==> src/rtl/ddr3_pkg.sv <==
// Shared definitions for the DDR3 controller user interface and its host traffic generator.
package ddr3_pkg;

    localparam int unsigned ADDR_W = 25;
    localparam int unsigned DATA_W = 16;
    localparam int unsigned FILL_W = 6;
    localparam int unsigned IDX_W  = 10;
    localparam int unsigned CNT_W  = 11;
    localparam int unsigned ERR_W  = 8;
    localparam int unsigned ITMO_W = 20;
    localparam int unsigned DTMO_W = 12;

    typedef enum logic [2:0] {
        CMD_NOP = 3'b000,
        CMD_SCR = 3'b001,
        CMD_SCW = 3'b010
    } cmd_t;

    typedef enum logic [2:0] {
        ST_IDLE  = 3'd0,
        ST_INIT  = 3'd1,
        ST_WRITE = 3'd2,
        ST_READ  = 3'd3,
        ST_DRAIN = 3'd4,
        ST_DONE  = 3'd5
    } tg_state_t;

    // Test pattern: low address bits keyed by the seed
    function automatic logic [DATA_W-1:0] expected_data(input logic [ADDR_W-1:0] a,
                                                        input logic [DATA_W-1:0] seed);
        return a[DATA_W-1:0] ^ seed;
    endfunction

endpackage

==> src/rtl/ddr3_tg_checker.sv <==
// Return-path checker: validates popped words, counts returns and errors, and
// watches for a stalled drain.
module ddr3_tg_checker
    import ddr3_pkg::*;
#(
    parameter int unsigned        NUM_WORDS     = 16,
    parameter logic [ADDR_W-1:0]  BASE_ADDR     = 25'h0000000,
    parameter logic [DATA_W-1:0]  SEED          = 16'hACE1,
    parameter logic [DTMO_W-1:0]  DRAIN_TIMEOUT = 12'hFFF
) (
    input  logic              clk,
    input  logic              reset,
    input  logic              i_clear,
    input  logic              i_pop,
    input  logic              i_drain,
    input  logic              i_init_tmo,
    input  logic [DATA_W-1:0] i_dout,
    input  logic [ADDR_W-1:0] i_raddr,
    output logic              o_all_returned_c,
    output logic              o_drain_tmo_c,
    output logic [ERR_W-1:0]  o_err_count
);

    logic [CNT_W-1:0]  r_ret_cnt;
    logic [DTMO_W-1:0] r_idle;
    logic [ERR_W-1:0]  r_err;

    logic [ADDR_W-1:0] w_offset;
    logic              w_in_range;
    logic              w_mismatch;
    logic              w_bad_pop;
    logic [CNT_W-1:0]  w_ret_next;
    logic              w_add_err;

    // Offset arithmetic wraps modulo 2^25, so the range check follows the address wrap
    assign w_offset   = i_raddr - BASE_ADDR;
    assign w_in_range = (w_offset < ADDR_W'(NUM_WORDS));
    assign w_mismatch = (i_dout != expected_data(i_raddr, SEED));
    assign w_bad_pop  = i_pop && (w_mismatch || !w_in_range);
    assign w_ret_next = r_ret_cnt + CNT_W'(i_pop);

    // Includes the pop in flight so DONE follows the last pop by one cycle
    assign o_all_returned_c = (w_ret_next >= CNT_W'(NUM_WORDS));
    assign o_drain_tmo_c    = i_drain && !i_pop && !o_all_returned_c &&
                              (r_idle == (DRAIN_TIMEOUT - DTMO_W'(1)));
    assign w_add_err        = w_bad_pop || o_drain_tmo_c;
    assign o_err_count      = r_err;

    always_ff @(posedge clk or posedge reset) begin
        if (reset) begin
            r_ret_cnt <= '0;
            r_idle    <= '0;
            r_err     <= '0;
        end else if (i_clear) begin
            r_ret_cnt <= '0;
            r_idle    <= '0;
            r_err     <= '0;
        end else begin
            if (i_pop && (r_ret_cnt != {CNT_W{1'b1}}))
                r_ret_cnt <= w_ret_next;
            r_idle <= (i_drain && !i_pop) ? r_idle + DTMO_W'(1) : '0;
            if (i_init_tmo)
                r_err <= {ERR_W{1'b1}};
            else if (w_add_err && (r_err != {ERR_W{1'b1}}))
                r_err <= r_err + ERR_W'(1);
        end
    end

endmodule

==> src/rtl/ddr3_host_traffic_gen.sv <==
// Host-side bring-up initiator: initializes the controller, writes a keyed
// pattern, reads it back and reports pass/fail.
module ddr3_host_traffic_gen
    import ddr3_pkg::*;
#(
    parameter int unsigned        NUM_WORDS     = 16,
    parameter logic [ADDR_W-1:0]  BASE_ADDR     = 25'h0000000,
    parameter logic [DATA_W-1:0]  SEED          = 16'hACE1,
    parameter logic [ITMO_W-1:0]  INIT_TIMEOUT  = 20'hFFFFF,
    parameter logic [DTMO_W-1:0]  DRAIN_TIMEOUT = 12'hFFF,
    parameter logic [FILL_W-1:0]  FILL_LIMIT    = 6'd56
) (
    input  logic        clk,
    input  logic        reset,
    input  logic        start,
    input  logic [15:0] dout,
    input  logic [24:0] raddr,
    input  logic [5:0]  fillcount,
    input  logic        validout,
    input  logic        notfull,
    input  logic        ready,
    output logic        read,
    output logic [2:0]  cmd,
    output logic [1:0]  sz,
    output logic [2:0]  op,
    output logic [15:0] din,
    output logic [24:0] addr,
    output logic        initddr,
    output logic        done,
    output logic        pass,
    output logic [7:0]  err_count
);

    tg_state_t         r_state;
    logic [IDX_W-1:0]  r_idx;
    logic [ITMO_W-1:0] r_init_cnt;
    logic              r_initddr;
    logic              r_done;

    logic              w_in_write;
    logic              w_in_read;
    logic              w_wr_accept;
    logic              w_rd_accept;
    logic              w_last_idx;
    logic              w_start_ok;
    logic              w_init_tmo;
    logic              w_all_returned;
    logic              w_drain_tmo;
    logic [ADDR_W-1:0] w_addr;
    logic [ERR_W-1:0]  w_err_count;
    cmd_t              w_cmd;

    assign w_in_write  = (r_state == ST_WRITE);
    assign w_in_read   = (r_state == ST_READ);
    assign w_wr_accept = w_in_write && notfull;
    assign w_rd_accept = w_in_read && notfull && (fillcount < FILL_LIMIT);
    assign w_last_idx  = (r_idx == IDX_W'(NUM_WORDS - 1));
    assign w_start_ok  = start && ((r_state == ST_IDLE) || (r_state == ST_DONE));
    assign w_init_tmo  = (r_state == ST_INIT) && !ready && (r_init_cnt == INIT_TIMEOUT);
    assign w_addr      = BASE_ADDR + ADDR_W'(r_idx);

    // Command, address and data are presented together, gated by the accept condition
    assign w_cmd = w_wr_accept ? CMD_SCW : (w_rd_accept ? CMD_SCR : CMD_NOP);
    assign cmd   = w_cmd;
    assign addr  = (w_in_write || w_in_read) ? w_addr : '0;
    assign din   = w_in_write ? expected_data(w_addr, SEED) : '0;
    assign sz    = 2'b00;
    assign op    = 3'b000;
    assign read  = validout && (w_in_read || (r_state == ST_DRAIN));

    assign initddr   = r_initddr;
    assign done      = r_done;
    assign pass      = r_done && (w_err_count == '0);
    assign err_count = w_err_count;

    ddr3_tg_checker #(
        .NUM_WORDS     (NUM_WORDS),
        .BASE_ADDR     (BASE_ADDR),
        .SEED          (SEED),
        .DRAIN_TIMEOUT (DRAIN_TIMEOUT)
    ) u_checker (
        .clk              (clk),
        .reset            (reset),
        .i_clear          (w_start_ok),
        .i_pop            (read),
        .i_drain          (r_state == ST_DRAIN),
        .i_init_tmo       (w_init_tmo),
        .i_dout           (dout),
        .i_raddr          (raddr),
        .o_all_returned_c (w_all_returned),
        .o_drain_tmo_c    (w_drain_tmo),
        .o_err_count      (w_err_count)
    );

    always_ff @(posedge clk or posedge reset) begin
        if (reset) begin
            r_state    <= ST_IDLE;
            r_idx      <= '0;
            r_init_cnt <= '0;
            r_initddr  <= 1'b0;
            r_done     <= 1'b0;
        end else begin
            case (r_state)
                ST_IDLE, ST_DONE: begin
                    // A controller that is already up is not re-initialized
                    if (start) begin
                        r_idx      <= '0;
                        r_init_cnt <= '0;
                        r_done     <= 1'b0;
                        if (ready) begin
                            r_state <= ST_WRITE;
                        end else begin
                            r_state   <= ST_INIT;
                            r_initddr <= 1'b1;
                        end
                    end
                end
                ST_INIT: begin
                    if (ready) begin
                        r_state   <= ST_WRITE;
                        r_idx     <= '0;
                        r_initddr <= 1'b0;
                    end else if (w_init_tmo) begin
                        r_state   <= ST_DONE;
                        r_initddr <= 1'b0;
                        r_done    <= 1'b1;
                    end else begin
                        r_init_cnt <= r_init_cnt + ITMO_W'(1);
                    end
                end
                ST_WRITE: begin
                    if (w_wr_accept) begin
                        if (w_last_idx) begin
                            r_state <= ST_READ;
                            r_idx   <= '0;
                        end else begin
                            r_idx <= r_idx + IDX_W'(1);
                        end
                    end
                end
                ST_READ: begin
                    if (w_rd_accept) begin
                        if (w_last_idx) begin
                            r_state <= ST_DRAIN;
                            r_idx   <= '0;
                        end else begin
                            r_idx <= r_idx + IDX_W'(1);
                        end
                    end
                end
                ST_DRAIN: begin
                    if (w_all_returned || w_drain_tmo) begin
                        r_state <= ST_DONE;
                        r_done  <= 1'b1;
                    end
                end
                default: r_state <= ST_IDLE;
            endcase
        end
    end

endmodule

==> config.mk <==
export PLATFORM = sky130hd
export DESIGN_NAME = ddr3_host_traffic_gen
export DESIGN_NICKNAME = d
export VERILOG_FILES = /design/src/rtl/ddr3_pkg.sv /design/src/rtl/ddr3_tg_checker.sv /design/src/rtl/ddr3_host_traffic_gen.sv
export SDC_FILE = /design/constraint.sdc
export NUM_CORES = 1
export LEC_CHECK = 0
export ABC_AREA = 1
export CAP_MARGIN = 20
export CORE_UTILIZATION = 40
export DETAILED_ROUTE_END_ITERATION = 16
export PLACE_DENSITY = 0.79
export SLEW_MARGIN = 20
export SYNTH_ARGS = -nofsm -noshare
export SYNTH_HDL_FRONTEND = slang
export SYNTH_SLANG_ARGS = --single-unit
==> constraint.sdc <==
create_clock -name clk -period 2.55 [get_ports clk]
set_input_delay 0.765 -clock clk [delete_from_list [all_inputs] [get_ports clk]]
set_output_delay 0.765 -clock clk [all_outputs]
set_load 0.01 [all_outputs]
# ---- Word level (Yosys, flattened, before mapping)
# Index checks and enable logic that the tools add are counted.
dict set report totals {
  input_bits 53
  word_cells 119
  regBits 66
  output_inout_bits 61
}
dict set report classes {
  bitwise 2
  addsub 5
  mux 41
  n_reduce_logical 37
  magnitude_cmp 3
  n_eq_ne 23
}
# operator count
set ops {}
lappend ops {{$mux 10} 6}
lappend ops {{$mux 20} 3}
lappend ops {{$pmux 10 s4} 1}
lappend ops {{$pmux 20 s2} 1}
lappend ops {{$lt 25x5->1 const B} 1}
lappend ops {{$mux 12} 2}
lappend ops {{$mux 3} 8}
lappend ops {{$mux 8} 3}
lappend ops {{$mux 11} 2}
lappend ops {{$add 20x1->20 const B} 1}
lappend ops {{$eq 20x20->1 const B} 1}
lappend ops {{$mux 16} 1}
lappend ops {{$ne 16x16->1} 1}
lappend ops {{$pmux 3 s5} 1}
lappend ops {{$logic_and 1x1->1} 14}
lappend ops {{$add 12x1->12 const B} 1}
lappend ops {{$eq 12x12->1 const B} 1}
lappend ops {{$ne 2x2->1 const B} 6}
lappend ops {{$add 11x1->11} 1}
lappend ops {{$ge 11x5->1 const B} 1}
lappend ops {{$ne 11x11->1 const B} 1}
lappend ops {{$add 10x1->10 const B} 1}
lappend ops {{$eq 10x4->1 const B} 1}
lappend ops {{$ne 2x1->1 const B} 5}
lappend ops {{24 further kinds} 47}

# ---- Logic depth before layout (Yosys ltp)
dict set report logic_depth {
  depth_word 13
  ltp_mapped 21
  ltp_nobuf 21
}

# ---- Modules after synthesis
# A second synthesis with hierarchy kept.
dict set report unflattened {
  cells_unflattened 739
  hier_area_um2 4976.0
}
# mod instances cells_each area_each_um2 seq_area_each_um2
set modules_own_cells {}
lappend modules_own_cells {ddr3_host_traffic_gen 1 414 2783.9 875.8}
lappend modules_own_cells {ddr3_tg_checker 1 325 2192.1 775.7}

# ---- Worst setup path before layout
# Ideal clock, no wire load.
dict set report synth_path {
  path_kind {input -> register}
  from {input port validout}
  to {register u_checker.r_err[2], in the netlist u_checker.o_err_count[2]}
  required_time_ps 2433
  setup_slack_ps 13
  n_path_buf 0
  setup_ps 117
  arrival_ps 2420
  cell_stages 15
  path_cell_list {inv_1 -> nor2_4 -> ha_1 -> ha_1 -> inv_1 -> nor2_1 -> nand3_1 -> nand2_1 -> nand2_1 -> nor2_1 -> nand4_1 -> nand2_2 -> nand2_4 -> nand3_1 -> nand2_1}
}
dict set report synth_between {
  elab_chain_cells 9
  word_cells_on_any_way 12
  classes_between {1 x add/sub; 1 x order compare; 10 x reduce/logical}
}
# element line
set synth_rtl {}
lappend synth_rtl {{start, declared} ddr3_host_traffic_gen.sv:19} ;# input logic validout,
lappend synth_rtl {{$logic_and 1x1->1 (*)} ddr3_host_traffic_gen.sv:69} ;# assign read = validout && (w_in_read || (r_state == ST_DRAIN));
lappend synth_rtl {{via read} ddr3_host_traffic_gen.sv:22} ;# output logic read,
lappend synth_rtl {{$add 11x1->11} ddr3_tg_checker.sv:40} ;# assign w_ret_next = r_ret_cnt + CNT_W'(i_pop);
lappend synth_rtl {{$ge 11x5->1} ddr3_tg_checker.sv:43} ;# assign o_all_returned_c = (w_ret_next >= CNT_W'(NUM_WORDS));
lappend synth_rtl {{$logic_not 1->1} ddr3_tg_checker.sv:44} ;# assign o_drain_tmo_c = i_drain && !i_pop && !o_all_returned_c &&
lappend synth_rtl {{$logic_and 1x1->1 (2 in series)} ddr3_tg_checker.sv:44}
lappend synth_rtl {{$logic_or 1x1->1 (*)} ddr3_tg_checker.sv:46} ;# assign w_add_err = w_bad_pop || o_drain_tmo_c;
lappend synth_rtl {{$logic_and 1x1->1 (*)} ddr3_tg_checker.sv:64} ;# else if (w_add_err && (r_err != {ERR_W{1'b1}}))
lappend synth_rtl {{$reduce_bool 3->1 (no line) (*)} n/a}
lappend synth_rtl {{end signal, assigned} ddr3_tg_checker.sv:63} ;# r_err <= {ERR_W{1'b1}};
lappend synth_rtl {{end signal, assigned} ddr3_tg_checker.sv:65} ;# r_err <= r_err + ERR_W'(1);
lappend synth_rtl {{end, declared} ddr3_tg_checker.sv:26} ;# logic [ERR_W-1:0] r_err;
# Mark *: on every way through the listed nets, which the timed path passes. The rest lies on a longest branch.
# A chain may end at the register's enable or synchronous reset.

# ---- Worst setup path after layout
dict set report layout_path {
  from {register r_state[0]}
  to {output port read}
}
dict set report layout_between {
  elab_chain_cells 3
  word_cells_on_any_way 4
  classes_between {2 x eq/ne; 2 x reduce/logical}
}
# element line
set layout_rtl {}
lappend layout_rtl {{start, declared} ddr3_host_traffic_gen.sv:34} ;# tg_state_t r_state;
lappend layout_rtl {{start signal, assigned} ddr3_host_traffic_gen.sv:97} ;# r_state <= ST_IDLE;
lappend layout_rtl {{start signal, assigned} ddr3_host_traffic_gen.sv:111} ;# r_state <= ST_WRITE;
lappend layout_rtl {{start signal, assigned} ddr3_host_traffic_gen.sv:113} ;# r_state <= ST_INIT;
lappend layout_rtl {{$eq 3x2->1 or $eq 3x3->1 (tied branches)} {ddr3_host_traffic_gen.sv:54, ddr3_host_traffic_gen.sv:69}}
lappend layout_rtl {{$logic_or 1x1->1 (*)} ddr3_host_traffic_gen.sv:69}
lappend layout_rtl {{$logic_and 1x1->1 (*)} ddr3_host_traffic_gen.sv:69}
lappend layout_rtl {{end, declared} ddr3_host_traffic_gen.sv:22}
# Every way passes the cells marked *; elsewhere a longest branch is shown, timed or not.

==> results.tsv <==
metric	value	unit
status	finished, violations left	
failed_checks	design-rule violations	
tns	0	ns
switching_share	0.407	
grt_antenna_before_repair	0	
io_pins	114	
drt_iter0_drc	369	
rows	39	
p_int	3.22	mW
port_buffers	87	
wl	12100	µm
syn-cell-area	0.00477	mm²
synth_edf_count	0	
crit_end	read	
synth_area_per_cell	7.01	µm²
clkTransAtPathRegs	0.06	ns
async_flop_share	1.00	
clock_latency	0.34	ns
grt_max_degree	67	
critPathBufInv	5	
drt_pre_antenna_iters	10	
timing.rr.start	r_state[0]$_DFFE_PP0P_	
hold_path.class	register to register	
fin_crit_sh	0.974	
drc	2	
powerDensity	850	mW/mm²
power.leakage	2.94	nW
area_growth	33.8	%
reg2reg_depth	18	
cts_root_buf	clkbuf_16	
cts_max_path_buffers	2	
cp-end-kind	output pin	
place_hpwl	8440	µm
fin_nets	868	
reg2reg_slack	0.08	ns
ys_seq_elements	66	
rsz0062_at_grt	yes	
die_w	111	µm
max-vdd-ir-drop	456	µV
crit_slowest_cell	dfrtp_2	
grt.total_usage	0.201	
synthCells	681	
drtAntennaViolNets	0	
drive_above_1_share	0.183	
skew	0.00739	ns
timing_hold_violations_final	0	
ys_seq_area_frac	0.346	
worstSetupPathType	register to output pin	
cts.htree.levels	3	
finish.utilization	0.554	
max_freq	0.403	GHz
power.share.combinational	0.484	
p_switching	2.21	mW
synth_ff_type	dfrtp_1	
grt_remaining_overflow	0	
cts-buffers-inserted	9	
synth-xor-area-share	0.0477	
synth.most_common_cell	nand2_1	
cts_tree	yes	
via_count	4688	
crit_cells	9	
worstReg2RegEnd	u_checker.o_err_count[7]$_DFFE_PP0P_	
initial_core_util	0.414	
chipHeight	111	µm
synthAdderAreaFrac	0.0210	
synthTopCellsByCount	nand2_1 (156), nor2_1 (101), inv_1 (69), dfrtp_1 (66), nand3_1 (58)	
crit_top_cell	nor2_4	
synth_cell_types	43	
place_area	0.00588	mm²
yosys.area.top_type	dfrtp_1	
seq_power_share	0.264	
setup_ws	0.0673	ns
grt_pass1_vias	4407	
final.fill_count	1019	
cp.required	1.79	ns
synth_top_family_by_area	simple AND/OR/NAND/NOR gates	
wl_per_cell	12.7	µm
place.gp.congestion	0.857	
cts.sinks	66	
fin_crit	2.48	ns
viasPerCell	4.91	
num_antenna_cells	0	
core	0.0115	mm²
synth_compound_area_frac	0.0729	
synth_mux_area_frac	0	
synthSimpleGateAreaFrac	0.383	
cpLargestDelayFamily	buffers and inverters	
grt_pass1_wl	20400	µm
ys.warnings.count	0	
critPathMaxStageDelay	0.44	ns
cp_max_fo	5	
path_cells	buf_6 > nor2_4 > inv_2 > nor2_4 > nor2_4 > nor2_4 > buf_4 > buf_4 > buf_4	
cp-startpoint	r_state[0]$_DFFE_PP0P_	
pre_cts_slack	-0.497	ns
finish.instance_area	0.00638	mm²
ctsHoldBuffers	0	
synthTopCellsByArea	dfrtp_1 (35%), nand2_1 (12%), nor2_1 (7.9%)	
setup_viol	0	
maxCapViolCount	0	
p_clk_frac	0.252	
die_area	0.0124	mm²
synth_top_area_frac	0.346	
maxSlewViolCount	0	
start_kind	register	
worstPathArrival	1.72	ns
power by group through the flow:
stage	logic [mW]	registers, mW	clock network (mW)
final	2.63	1.43	1.37
after global routing	2.91	1.46	1.43
after CTS	2.44	1.42	1.38
after detailed placement	2.43	1.43	0
after global placement	2.40	1.42	0
after floorplan	1.53	1.42	0
registers in the layout, indices dropped and copies added (netlist names):
name and cells:
r_init_cnt 20, u_checker.r_ret_cnt 11, initddr 1, u_checker.r_idle 12, r_idx 10, done 1, u_checker.o_err_count 8, r_state 3
per-stage QoR:
stage | hold WS (ns) | power [mW] | cells
3_5_place_dp | 0.495 | 3.86 | 928
6_report | 0.492 | 5.43 | 955
3_3_place_gp | 0.477 | 3.82 | 928
4_1_cts | 0.503 | 5.24 | 946
5_1_grt | 0.513 | 5.81 | 955
2_1_floorplan | 0.454 | 2.95 | 703
area by class of cell:
class / count / area (µm²) / area share
clock buffers: 10 / 239 / 0.0374
clock inverters: 6 / 88.8 / 0.0139
inverters: 82 / 315 / 0.0494
multi-input cells: 516 / 2730 / 0.427
flip-flops and latches: 66 / 1650 / 0.259
well taps: 143 / 179 / 0.0280
repair buffers: 132 / 1180 / 0.186
routing by layer:
metal	global-route usage	wire length, µm	vias to the layer above
met1	0.255	5370	2192
li1	-	-	2381
met3	0.0421	431	25
met5	0	0	-
met2	0.340	6090	90
met4	0.0694	225	0
kinds of logic after synthesis:
family                     after synthesis
buffers and inverters                  122
adders and majority gates                8
other                                    1
DFF                                     66
and+or+nand+nor                        395
xor gates and xnor gates                26
AOI/OAI and AO/OA                       63
worst min-delay path by stage:
stage,startpoint,to,depth (start not counted)
floorplan,u_checker.r_idle[0]$_DFF_PP0_,u_checker.r_idle[0]$_DFF_PP0_,1
global placement,u_checker.r_idle[0]$_DFF_PP0_,u_checker.r_idle[0]$_DFF_PP0_,1
detailed placement,u_checker.r_idle[0]$_DFF_PP0_,u_checker.r_idle[0]$_DFF_PP0_,1
CTS,u_checker.r_idle[0]$_DFF_PP0_,u_checker.r_idle[0]$_DFF_PP0_,1
global route,u_checker.r_idle[0]$_DFF_PP0_,u_checker.r_idle[0]$_DFF_PP0_,1
finish,u_checker.r_idle[0]$_DFF_PP0_,u_checker.r_idle[0]$_DFF_PP0_,1
layout by cell type (no fill, tap or decap), types with 10 or more instances in the layout:
cell and count:
nand2_1 145, dlygate4sd2_1 10, conb_1 23, inv_1 65, nor2_1 93, inv_2 13, dfrtp_1 65, nor3_1 20
xor2_1 19, nand2_2 17, nand4_1 14, a21oi_1 19, buf_4 40, clkdlybuf4s50_1 58, o21ai_0 19, nand3_1 54
repair_timing:
item                       4_1_cts  5_1_grt
buffers inserted                 1       10
pin swaps                        8       23
hold endpoints to repair         0        0
gates cloned                     1        0
setup endpoints to repair       36       32
gates resized for setup         41       68
Power figures use the tool's default switching activity.
